**src/rtl/mem_access_ctrl.sv**
```systemverilog
// Byte/half/word load-store initiator for a word-only data memory; sub-word stores use read-modify-write.
// Optional BOUNDS_CHECK_EN rejects addresses whose bits above the word index are non-zero.
module mem_access_ctrl #(
   parameter int unsigned ADDR_W = 7
) (
   input  logic        clk,
   input  logic        reset,
   input  logic        req,
   input  logic        we,
   input  logic [1:0]  size,
   input  logic        uns,
   input  logic [31:0] addr,
   input  logic [31:0] wdata,
   output logic        busy,
   output logic        done,
   output logic        err,
   output logic [31:0] rdata,
   output logic [31:0] mem_address,
   output logic [31:0] mem_writeData,
   output logic        mem_memWrite,
   output logic        mem_memRead,
   input  logic [31:0] mem_readData
);

   typedef enum logic [1:0] {IDLE, RD, WR, DONE} state_t;

   state_t            state_q, state_d;
   logic              we_q, we_d;
   logic [1:0]        size_q, size_d;
   logic              uns_q, uns_d;
   logic [ADDR_W+1:0] addr_q, addr_d;
   logic [31:0]       wword_q, wword_d;
   logic              err_q, err_d;
   logic [31:0]       rdata_q, rdata_d;

   logic              oob;
   logic              misaligned;
   logic [7:0]        byte_v;
   logic [15:0]       half_v;
   logic [31:0]       load_v;
   logic [31:0]       merged_v;

`ifdef BOUNDS_CHECK_EN
   assign oob = |addr[31:ADDR_W+2];
`else
   logic unused_hi;
   assign oob       = 1'b0;
   assign unused_hi = ^addr[31:ADDR_W+2];
`endif

   assign misaligned = (size == 2'b11)
                     | ((size == 2'b01) & addr[0])
                     | ((size == 2'b10) & (addr[1:0] != 2'b00));

   always_comb begin
      byte_v = mem_readData[{addr_q[1:0], 3'b000} +: 8];
      half_v = addr_q[1] ? mem_readData[31:16] : mem_readData[15:0];
      case (size_q)
         2'b00:   load_v = {{24{~uns_q & byte_v[7]}}, byte_v};
         2'b01:   load_v = {{16{~uns_q & half_v[15]}}, half_v};
         default: load_v = mem_readData;
      endcase
      // wword_q still holds the right-aligned store data while in RD
      merged_v = mem_readData;
      if (size_q == 2'b00)
         merged_v[{addr_q[1:0], 3'b000} +: 8] = wword_q[7:0];
      else if (addr_q[1])
         merged_v[31:16] = wword_q[15:0];
      else
         merged_v[15:0] = wword_q[15:0];
   end

   always_comb begin
      state_d = state_q;
      we_d    = we_q;
      size_d  = size_q;
      uns_d   = uns_q;
      addr_d  = addr_q;
      wword_d = wword_q;
      err_d   = err_q;
      rdata_d = rdata_q;
      case (state_q)
         IDLE: begin
            if (req) begin
               we_d    = we;
               size_d  = size;
               uns_d   = uns;
               addr_d  = addr[ADDR_W+1:0];
               wword_d = wdata;
               err_d   = misaligned | oob;
               if (misaligned | oob)
                  state_d = DONE;
               else if (we && (size == 2'b10))
                  state_d = WR;
               else
                  state_d = RD;
            end
         end
         RD: begin
            if (we_q) begin
               wword_d = merged_v;
               state_d = WR;
            end else begin
               rdata_d = load_v;
               state_d = DONE;
            end
         end
         WR:      state_d = DONE;
         default: state_d = IDLE;
      endcase
   end

   always_ff @(posedge clk or posedge reset) begin
      if (reset) begin
         state_q <= IDLE;
         we_q    <= 1'b0;
         size_q  <= '0;
         uns_q   <= 1'b0;
         addr_q  <= '0;
         wword_q <= '0;
         err_q   <= 1'b0;
         rdata_q <= '0;
      end else begin
         state_q <= state_d;
         we_q    <= we_d;
         size_q  <= size_d;
         uns_q   <= uns_d;
         addr_q  <= addr_d;
         wword_q <= wword_d;
         err_q   <= err_d;
         rdata_q <= rdata_d;
      end
   end

   // memory strobes decode from state only, so they are quiet in IDLE and immediately on reset
   always_comb begin
      busy          = (state_q != IDLE);
      done          = (state_q == DONE);
      err           = (state_q == DONE) & err_q;
      rdata         = rdata_q;
      mem_memRead   = (state_q == RD);
      mem_memWrite  = (state_q == WR);
      mem_address   = '0;
      mem_writeData = '0;
      if ((state_q == RD) || (state_q == WR))
         mem_address[ADDR_W-1:0] = addr_q[ADDR_W+1:2];
      if (state_q == WR)
         mem_writeData = wword_q;
   end

endmodule

```
**config.mk**
```make
export PLATFORM = sky130hd
export DESIGN_NAME = mem_access_ctrl
export DESIGN_NICKNAME = d
export VERILOG_FILES = /design/src/rtl/mem_access_ctrl.sv
export SDC_FILE = /design/constraint.sdc
export NUM_CORES = 1
export LEC_CHECK = 0
export ABC_AREA = 1
export CAP_MARGIN = 10
export CORE_MARGIN = 4
export CORE_UTILIZATION = 40
export DETAILED_ROUTE_END_ITERATION = 8
export PLACE_DENSITY = 0.81
export SYNTH_ARGS = -nofsm -noshare
export SYNTH_HDL_FRONTEND = slang
export SYNTH_SLANG_ARGS = --single-unit
export TNS_END_PERCENT = 1
```
**constraint.sdc**
```tcl
create_clock -name clk -period 3.3 [get_ports clk]
set_input_delay 0.66 -clock clk [delete_from_list [all_inputs] [get_ports clk]]
set_output_delay 0.66 -clock clk [all_outputs]
set_load 0.01 [all_outputs]
```
* Yosys cells after proc, flatten, opt, wreduce, memory -nomap -nowiden
Index checks and enable logic that the tools add are counted.
** Word-level totals
- Bits in registers :: 80
- Input port bits :: 103
** Operators by class
- Add/subtract/negate cells :: 1
- Equal/unequal tests :: 10
- Shifts and indexed selects :: 3
- Muxes and demuxes :: 16
- Bitwise operators :: 9
- Reduce and logical (&&, ||, !) cells :: 11
** Operators with widths (number)
- $mux 32 :: 4
- $pmux 32 s2 :: 2
- $mux 16 :: 3
- $bwmux 32 :: 1
- $shift 8x7->32 const A :: 1
- $shiftx 32x6->8 :: 1
- $shiftx 8x7->32 :: 1
- $eq 2x2->1 const B :: 4
- $mux 7 :: 1
- $neg 5->7 :: 1
- $eq 2x1->1 const B :: 3
- $mux 2 :: 3
- $pmux 2 s3 :: 1
- $reduce_bool 2->1 :: 3
- $and 1x1->1 :: 5
- $logic_not 2->1 :: 2
- $reduce_and 2->1 :: 2
- $reduce_and 4->1 :: 1
- $ne 3x1->1 const B :: 1
- $reduce_and 3->1 :: 1
- $ne 2x1->1 const B :: 1
- $ne 2x2->1 const B :: 1
- $not 1->1 :: 2
- $or 1x1->1 :: 2
- other kinds (3) :: 3

* Longest topological paths before layout
Gate-level depths: netlist (run 1).
- Depth after elaboration :: 7
- Gate-level depth with buffers :: 13
- Mapped depth without buffers :: 11

* Worst setup path after synthesis (run 1)
No wires, ideal clock.
- Path kind :: register -> output
- Start point :: register state_q[0]
- End point :: output port mem_writeData[10]
- Arrival time :: 1.315 ns
- Setup slack :: 1.325 ns
- Cell stages (with the launch flop) :: 7
- Path buffers :: 2
- Path through :: dfrtp_1 > inv_1 > ha_1 > clkbuf_1 > clkbuf_1 > nand2_1 > inv_1
** On the way
- Cells in the longest elaborated chain, start to end :: 2
** Ends and longest elaborated chain
- start, declared :: line 27 : state_t state_q, state_d;
- start signal, assigned :: line 124 : state_q <= state_d;
- $eq 2x2->1
- via mem_memWrite :: line 20 : output logic mem_memWrite,
- $mux 32 :: line 147 : if (state_q == WR)
- end, declared :: line 19 : output logic [31:0] mem_writeData,
The timed path passes the listed nets, and every way through them passes these cells.

* Final worst setup path (run 1)
- Start point :: register state_q[0]
- End point :: output port mem_writeData[4]
** On the way
- Cells in the longest elaborated chain, start to end :: 2
** Ends and longest elaborated chain (line)
- $eq 2x2->1 :: 147
- $mux 32 :: 147
Every way passes these cells.

==> results.sh, run 1 <==
export IMPL_grt_overflow=0
export IMPL_startpoint_type="flip-flop"
export IMPL_rsz0062_at_grt="no"
export IMPL_wl_um=17300
export IMPL_ys_top_cells_by_area="dfrtp_1 (37%), nand2_1 (20%), a21oi_1 (9.6%)"
export IMPL_coreArea_um2=13300
export IMPL_nFillCells=1282
export IMPL_worstRegToRegCells=10
export IMPL_synth_distinct_cells=31
export IMPL_cp_data_arrival_time_ps=2090
export IMPL_holdBufCountCts=0
export IMPL_wire_per_inst_um=15.2
export IMPL_slew_headroom=0.565
export IMPL_p_leak_nw=3.68
export IMPL_drive_gt1_frac=0.0538
export IMPL_dp_cells=1126
export IMPL_viasPerCell=4.92
export IMPL_start_util=0.409
export IMPL_syn_instance_count=830
export IMPL_syn_avg_cell_area_um2=6.55
export IMPL_final_seq_area_um2=2000
export IMPL_powerDensity_nw_per_um2=1020
export IMPL_crit_type="reg -> out"
export IMPL_drv_cap=0
export IMPL_clock_skew_ps=4.01
export IMPL_synth_top_cell_area_share=0.368
export IMPL_setup_viol=0
export IMPL_numPortBuffers=155
export IMPL_syn2layout_area_growth_pct=34.3
export IMPL_dieArea_um2=15500
export IMPL_htreeDepth=3
export IMPL_die_h_um=125
export IMPL_rows=42
export IMPL_fin_nets=1073
export IMPL_status="completed"
export IMPL_first_global_vias=5239
export IMPL_multi_input_comb_area_um2=2770
export IMPL_synth_top_area_cell="dfrtp_1"
export IMPL_final_common_cell="nand2_1"
export IMPL_cts_sink_count=80
export IMPL_fmax_ghz=0.364
export IMPL_vias=5624
export IMPL_timing_final_ws_setup_ps=554
export IMPL_required_ps=2640
export IMPL_grt_start_max_net_pins=50
export IMPL_synth_ff_latch_count=80
export IMPL_track_usage=0.220
export IMPL_crit_path_end_kind="output pin"
export IMPL_synth_seq_area_share=0.368
export IMPL_hp_class="reg -> reg"
export IMPL_die_w_um=125
export IMPL_final_cell_mix="nand2_1 (293), clkdlybuf4s50_1 (155), a21oi_1 (104), inv_1 (80), dfrtp_1 (80)"
export IMPL_ys_warn_count=0
export IMPL_cts_tree="built"
export IMPL_layout_min_cycle_time_ps=2750
export IMPL_clock_latency_ps=340
export IMPL_place_hpwl_um=12800
export IMPL_ir_drop_mv=0.445
export IMPL_post_route_period_util=0.832
export IMPL_cts_resized_gates=0
export IMPL_ant_nets=0
export IMPL_post_cts_setup_buffers=0
export IMPL_cts_made_buffers=9
export IMPL_drc=0
export IMPL_antenna_cells=0
export IMPL_dp_slack_ps=912
export IMPL_final_hold_violation_count=0
export IMPL_drt_iter0_markers=599
export IMPL_hold_path_depth=2
export IMPL_worst_slew_pin_slew_ps=651
export IMPL_antenna_found_initial=0
export IMPL_num_io_pins=204
export IMPL_finalSetupTns_ps=0
export IMPL_cts_buffer_depth=2
export IMPL_post_route_util=0.550
export IMPL_grt_first_pass_wirelength_um=27800
export IMPL_routabilityCongestion=0.951
export IMPL_synth_area_um2=5440
export IMPL_clock_root_buffer="clkbuf_16"
export IMPL_finalNonFillerCells=1142
export IMPL_drt_first_pass_iters=5
export IMPL_finalMaxSlewViolations=0
export IMPL_cts_clk_slew_worst_paths_ps=60
export IMPL_worstPathMaxFanout=33
[synthesized netlist by cell type (all sizes together)]
| library cell | count |
|---|---|
| ha | 9 |
| nor3 | 1 |
| nand2 | 301 |
| o211ai | 1 |
| dfrtp | 80 |
| clkbuf | 18 |
| inv | 87 |
| clkinv | 3 |
| nor2 | 74 |
| o21ai | 57 |
| conb | 1 |
| nand3 | 39 |
| a21oi | 105 |
| o22a | 1 |
| buf | 50 |
| o22ai | 1 |
| o31ai | 2 |
[sequential cells by signal, summed over array words and instances (netlist names)]
signal   flops
rdata       32
wword_q     32
addr_q       9
size_q       2
state_q      2
err_q        1
uns_q        1
we_q         1
[per-stage QoR]
step                      cell area [µm²]  total power (W)  hold slack (ps)
after global placement               6970          0.00621              463
after CTS                            7310          0.00745              485
after global routing                 7310          0.00811              499
after floorplan                      5530          0.00478              449
after detailed placement             6970          0.00628              467
final                                7310          0.00745              485
[layer usage]
metal  share of wire  GRT usage
met5               0          0
met4           0.033     0.0935
met3           0.080     0.0330
met2            0.44      0.335
met1            0.44      0.312
[worst max-delay path, cell delays in order, from the launching register on]
cell and delay, ps:
dfrtp_1 400, inv_1 110, ha_1 180, buf_4 320, nand2_1 110, inv_1 80, clkdlybuf4s50_1 530
[power breakdown]
part	total [W]	internal (W)	leakage, nW	switching (W)
logic	0.00444	0.00177	2.56	0.00266
registers	0.00187	0.00150	0.954	0.000375
clock network	0.00114	0.000737	0.162	0.000405
total	0.00745	0.00401	3.68	0.00344
[area by class of cell]
class                      count  area share
tap                          176      0.0301
clock inverter                 6      0.0147
timing repair buffer         164       0.223
clock buffer                  10      0.0313
sequential                    80       0.274
inverter                      90      0.0473
multi-input combinational    616       0.379
[cells by family (layout without fill, tap and decap cells)]
logic type / Yosys count / after routing / share of synthesized area
AO/OA/AOI/OAI: 167 / 167 / 0.157
AND/OR/NAND/NOR: 415 / 415 / 0.315
flip-flops: 80 / 80 / 0.368
buffers and inverters: 158 / 270 / 0.139
other: 1 / 25 / 0.000689
adder cells (fa/ha/maj): 9 / 9 / 0.0207
[final timing paths]
| kind | end | slack, ps | startpoint |
|---|---|---|---|
| min reg2reg | addr_q[3]$_DFFE_PP0P_ | 480 | addr_q[3]$_DFFE_PP0P_ |
| min | addr_q[3]$_DFFE_PP0P_ | 480 | addr_q[3]$_DFFE_PP0P_ |
| max reg2reg | wword_q[6]$_DFFE_PP0P_ | 910 | state_q[1]$_DFFE_PP0P_ |
| max in group asynchronous | wword_q[29]$_DFFE_PP0P_ | 1960 | reset |
| max | mem_writeData[4] | 550 | state_q[0]$_DFFE_PP0P_ |
| min in group asynchronous | rdata[27]$_DFFE_PP0P_ | 680 | reset |
No activity file was read; power rests on OpenSTA's default activity.
==> run 2, diff against run 1 <==
clock period = 2.8 ns   (was 3.3 ns; I/O delays follow)
==> run 2 against run 1 <==
Effect of this change:
- worst hold slack got worse by 5.1 ps
- clock skew rose by 1.8 ps
- setup slack got worse by 340 ps
==> results.sh, run 2 (synthesis gave the netlist of run 1 again) <==
export IMPL_first_global_vias=5287
export IMPL_use_met3=0.0523
export IMPL_power_frac_clock=0.135
export IMPL_ant_nets=0
export IMPL_antenna_found_initial=0
export IMPL_pwr_share_seq=0.255
export IMPL_swShare=0.467
export IMPL_antenna_cells=0
export IMPL_pwr_share_comb=0.610
export IMPL_cp_data_arrival_time_ps=2030
export IMPL_ir_drop_mv=0.596
export IMPL_start_util=0.409
export IMPL_grtUsageMet2=0.336
export IMPL_slew_headroom=0.650
export IMPL_wire_per_inst_um=14.9
export IMPL_drive_gt1_frac=0.0558
export IMPL_final_common_cell="nand2_1"
export IMPL_powerDensity_nw_per_um2=1180
export IMPL_dp_cells=1130
export IMPL_viasPerCell=4.92
export IMPL_routabilityCongestion=0.975
export IMPL_track_usage=0.214
export IMPL_die_h_um=125
export IMPL_switchingPower_w=0.00402
export IMPL_syn2layout_area_growth_pct=33.9
export IMPL_finalPower_w=0.00861
export IMPL_setup_viol=0
export IMPL_crit_type="reg -> out"
export IMPL_finalSetupTns_ps=0
export IMPL_hold_path_depth=2
export IMPL_status="completed"
export IMPL_startpoint_type="flip-flop"
export IMPL_cts_made_buffers=9
export IMPL_fin_nets=1077
export IMPL_layout_min_cycle_time_ps=2590
export IMPL_htreeDepth=3
export IMPL_internal_power_w=0.00459
export IMPL_hp_class="reg -> reg"
export IMPL_cts_buffer_depth=2
export IMPL_final_area_um2=7290
export IMPL_grt_overflow=0
export IMPL_grt_busiest_layer="met2"
export IMPL_clock_latency_ps=340
export IMPL_post_cts_setup_buffers=0
export IMPL_cts_tree="built"
export IMPL_grt_first_pass_wirelength_um=27200
export IMPL_final_hold_violation_count=0
export IMPL_crit_path_end_kind="output pin"
export IMPL_drc=0
export IMPL_place_hpwl_um=12700
export IMPL_vias=5627
export IMPL_clock_root_buffer="clkbuf_16"
export IMPL_place_area_um2=7000
export IMPL_numPortBuffers=155
export IMPL_drt_iter0_markers=486
export IMPL_required_ps=2240
export IMPL_p_leak_nw=3.68
export IMPL_drt_first_pass_iters=5
export IMPL_fmax_ghz=0.387
export IMPL_rsz0062_at_grt="no"
export IMPL_cts_clk_slew_worst_paths_ps=60
export IMPL_clock_skew_ps=5.78
export IMPL_cts_sink_count=80
export IMPL_coreArea_um2=13300
export IMPL_finalNonFillerCells=1144
export IMPL_grt_met1_usage=0.294
export IMPL_num_io_pins=204
export IMPL_post_route_period_util=0.924
export IMPL_final_cell_mix="nand2_1 (293), clkdlybuf4s50_1 (155), a21oi_1 (104), inv_1 (80), dfrtp_1 (80)"
export IMPL_worstPathMaxFanout=25
export IMPL_holdBufCountCts=0
export IMPL_grt_start_max_net_pins=81
export IMPL_wl_um=17100
export IMPL_rows=42
export IMPL_dieArea_um2=15500
export IMPL_drv_cap=0
export IMPL_worstRegToRegCells=8
export IMPL_worst_slew_pin_slew_ps=525
export IMPL_cts_resized_gates=0
export IMPL_finalMaxSlewViolations=0
export IMPL_die_w_um=125
[run 2: changes by cell type in the layout (fill, tap and decap cells not counted)]
cell and delta:
buf_4 +4, bufinv_16 -2, clkbuf_8 +1, clkinv_2 -1
clkinv_4 +1, clkinvlp_4 -1
[run 2: final timing paths]
path,from,slack (ps),to
worst min register to register,addr_q[7]$_DFFE_PP0P_,480,addr_q[7]$_DFFE_PP0P_
max in group asynchronous,reset,1820,wword_q[22]$_DFFE_PP0P_
min in group asynchronous,reset,630,rdata[11]$_DFFE_PP0P_
worst max register to register,addr_q[1]$_DFFE_PP0P_,750,wword_q[22]$_DFFE_PP0P_
worst max-delay path,state_q[0]$_DFFE_PP0P_,210,mem_writeData[4]
worst min-delay path,addr_q[7]$_DFFE_PP0P_,480,addr_q[7]$_DFFE_PP0P_
[run 2: power by group through the flow]
stage / Sequential [W] / Clock (W) / Combinational, W
final: 0.00219 / 0.00116 / 0.00526
after global routing: 0.00226 / 0.00122 / 0.00589
after CTS: 0.00218 / 0.00118 / 0.00528
after detailed placement: 0.00219 / 0 / 0.00523
after global placement: 0.00219 / 0 / 0.00515
after floorplan: 0.00219 / 0 / 0.00344
[run 2: per-layer routing]
layer	up-vias	share of wire
li1	2815	-
met5	-	0
met1	2555	0.44
met4	0	0.019
met2	232	0.46
met3	25	0.083
[run 2: final cells by class]
cell class              count  area, µm²
clock buffers              11        243
clock inverters             3       43.8
fillers                  1276       6010
inverters                  90        345
multi-input cells         616       2770
flip-flops and latches     80       2000
well taps                 176        220
repair buffers            168       1660
[run 2: metrics by stage]
stage,util,hold WS (ps),setup WS [ps]
CTS,0.548,481,174
finish,0.548,479,213
global route,0.548,497,75.9
detailed placement,0.527,465,535
floorplan,-,449,188
global placement,0.527,462,558
[run 2: critical path, cell delays in order, from the launching register on]
cell and delay (ps):
dfrtp_1 400, inv_1 110, ha_1 170, buf_4 280
nand2_1 100, inv_1 70, clkdlybuf4s50_1 560
==> run 3, diff against run 2 <==
PLACE_DENSITY = default   (was 0.81)
PLACE_DENSITY_LB_ADDON = 0.08   (was default)
REMOVE_ABC_BUFFERS = 1   (was default)
==> run 3 against run 2 <==
Effect of this change:
- clock power shrank 7%
- setup slack lost 22 ps
- sequential share of layout area is essentially flat
- combinational power is essentially flat
- routed wire length shrank 1.4%
- sequential power is essentially flat
- die area is the same
- sequential cell count is the same
- total power shrank 1.2%
- clock-buffer cell count grew 1
- critical path type unchanged
- critical endpoint is now mem_writeData[12]
- highest routed layer unchanged
==> results.sh, run 3 (synthesis gave the netlist of run 1 again) <==
export IMPL_dp_slack_ps=526
export IMPL_grt_start_max_net_pins=46
export IMPL_htreeDepth=3
export IMPL_finalMaxSlewViolations=0
export IMPL_drive_gt1_frac=0.0586
export IMPL_viasPerCell=4.78
export IMPL_pwr_share_comb=0.617
export IMPL_track_usage=0.215
export IMPL_holdBufCountCts=0
export IMPL_layout_min_cycle_time_ps=2610
export IMPL_ant_nets=0
export IMPL_cts_buffer_depth=2
export IMPL_wirelength_met1_um=7970
export IMPL_wl_met2_um=7270
export IMPL_syn2layout_area_growth_pct=33.9
export IMPL_internal_power_w=0.00452
export IMPL_wl_met3_um=1310
export IMPL_cpLargestDelayFamily="buffers and inverters"
export IMPL_reg2reg_slack_ps=560
export IMPL_crit_path_end_kind="output pin"
export IMPL_worst_slew_pin_slew_ps=653
export IMPL_pwr_share_seq=0.256
export IMPL_ir_drop_mv=0.529
export IMPL_wl_um=16800
export IMPL_cp_cell_sequence="inv_1 -> ha_1 -> buf_4 -> nand2_1 -> inv_1 -> clkdlybuf4s50_1"
export IMPL_clock_skew_ps=3.75
export IMPL_final_cell_mix="nand2_1 (293), clkdlybuf4s50_1 (155), a21oi_1 (104), inv_1 (80), dfrtp_1 (80)"
export IMPL_crit_top_cell="inv_1"
export IMPL_required_ps=2240
export IMPL_slowest_delay_ps=520
export IMPL_coreArea_um2=13300
export IMPL_rsz0062_at_grt="no"
export IMPL_clock_root_buffer="clkbuf_16"
export IMPL_powerDensity_nw_per_um2=1170
export IMPL_status="completed"
export IMPL_antenna_cells=0
export IMPL_cts_sink_count=80
export IMPL_start_util=0.409
export IMPL_fmax_ghz=0.383
export IMPL_drt_first_pass_iters=5
export IMPL_place_hpwl_um=12500
export IMPL_swShare=0.469
export IMPL_vias=5489
export IMPL_worstPathMaxFanout=34
export IMPL_drc=0
export IMPL_post_route_period_util=0.932
export IMPL_antenna_found_initial=0
export IMPL_first_global_vias=5306
export IMPL_cts_made_buffers=9
export IMPL_wire_per_inst_um=14.7
export IMPL_die_h_um=125
export IMPL_nFillCells=1425
export IMPL_drt_iter0_markers=264
export IMPL_fin_nets=1079
export IMPL_routabilityCongestion=0.860
export IMPL_numPortBuffers=155
export IMPL_p_leak_nw=3.68
export IMPL_clock_latency_ps=340
export IMPL_drv_cap=0
export IMPL_post_route_util=0.548
export IMPL_hp_class="in -> async"
export IMPL_dieArea_um2=15500
export IMPL_top_layer_used="met4"
export IMPL_hold_slack_ps=400
export IMPL_final_hold_violation_count=0
export IMPL_critical_path_buf_inv_count=4
export IMPL_cts_resized_gates=0
export IMPL_switchingPower_w=0.00399
export IMPL_slowest_stage="clkdlybuf4s50_1"
export IMPL_cp_data_arrival_time_ps=2050
export IMPL_setup_viol=0
export IMPL_die_w_um=125
export IMPL_cts_clk_slew_worst_paths_ps=60
export IMPL_grt_first_pass_wirelength_um=27300
export IMPL_post_cts_setup_buffers=0
export IMPL_cts_tree="built"
export IMPL_rows=42
export IMPL_crit_type="reg -> out"
export IMPL_final_common_cell="nand2_1"
export IMPL_slew_headroom=0.564
export IMPL_startpoint_type="flip-flop"
export IMPL_power_frac_clock=0.127
export IMPL_grt_overflow=0
export IMPL_num_io_pins=204
export IMPL_timing_final_ws_setup_ps=191
run 3: worst paths after layout:
kind | from | end | cells after the start
worst max-delay path | state_q[0]$_DFFE_PP0P_ | mem_writeData[12] | 6
worst min register to register | addr_q[5]$_DFFE_PP0P_ | addr_q[5]$_DFFE_PP0P_ | 2
worst min-delay path | reset | rdata[26]$_DFFE_PP0P_ | 2
worst max register to register | state_q[1]$_DFFE_PP0P_ | rdata[3]$_DFFE_PP0P_ | 9
max in group asynchronous | reset | addr_q[5]$_DFFE_PP0P_ | 3
min in group clk | addr_q[5]$_DFFE_PP0P_ | addr_q[5]$_DFFE_PP0P_ | 2
run 3: worst register-to-register path, cell delays in order (launching register included):
cell and delay (ps):
dfrtp_1 400, inv_1 110, ha_1 410, inv_2 270, nor2_8 200, inv_2 270
a21oi_1 220, nand3_1 100, o21ai_0 90, inv_1 60
run 3: metal layers:
layer | track usage | vias up
met4 | 0.0690 | 0
met3 | 0.0575 | 19
met1 | 0.299 | 2465
met5 | 0 | -
met2 | 0.327 | 182
li1 | - | 2823
run 3: per-stage QoR:
step | std cells | TNS, ps | power, W | instance area, µm²
after global routing | 1148 | 0 | 0.00933 | 7280
final | 1148 | 0 | 0.00851 | 7280
after global placement | 1132 | 0 | 0.00743 | 7020
after floorplan | 786 | -848 | 0.00529 | 5120
after CTS | 1148 | 0 | 0.00860 | 7280
after detailed placement | 1132 | 0 | 0.00746 | 7020
run 3: power by group through the flow:
| stage | Clock (W) | Sequential, W | Combinational (W) |
|---|---|---|---|
| CTS | 0.00111 | 0.00218 | 0.00531 |
| detailed placement | 0 | 0.00218 | 0.00528 |
| floorplan | 0 | 0.00230 | 0.00299 |
| global route | 0.00116 | 0.00226 | 0.00591 |
| finish | 0.00108 | 0.00218 | 0.00525 |
| global placement | 0 | 0.00219 | 0.00524 |
run 3: final cells by class:
| type | instances | area, µm² | share of cell area |
|---|---|---|---|
| multi-input cells | 616 | 2770 | 0.381 |
| flip-flops and latches | 80 | 2000 | 0.275 |
| repair buffers | 170 | 1680 | 0.230 |
| inverters | 90 | 345 | 0.0474 |
| clock buffers | 12 | 246 | 0.0338 |
| well taps | 176 | 220 | 0.0302 |
| clock inverters | 4 | 20.0 | 0.00275 |
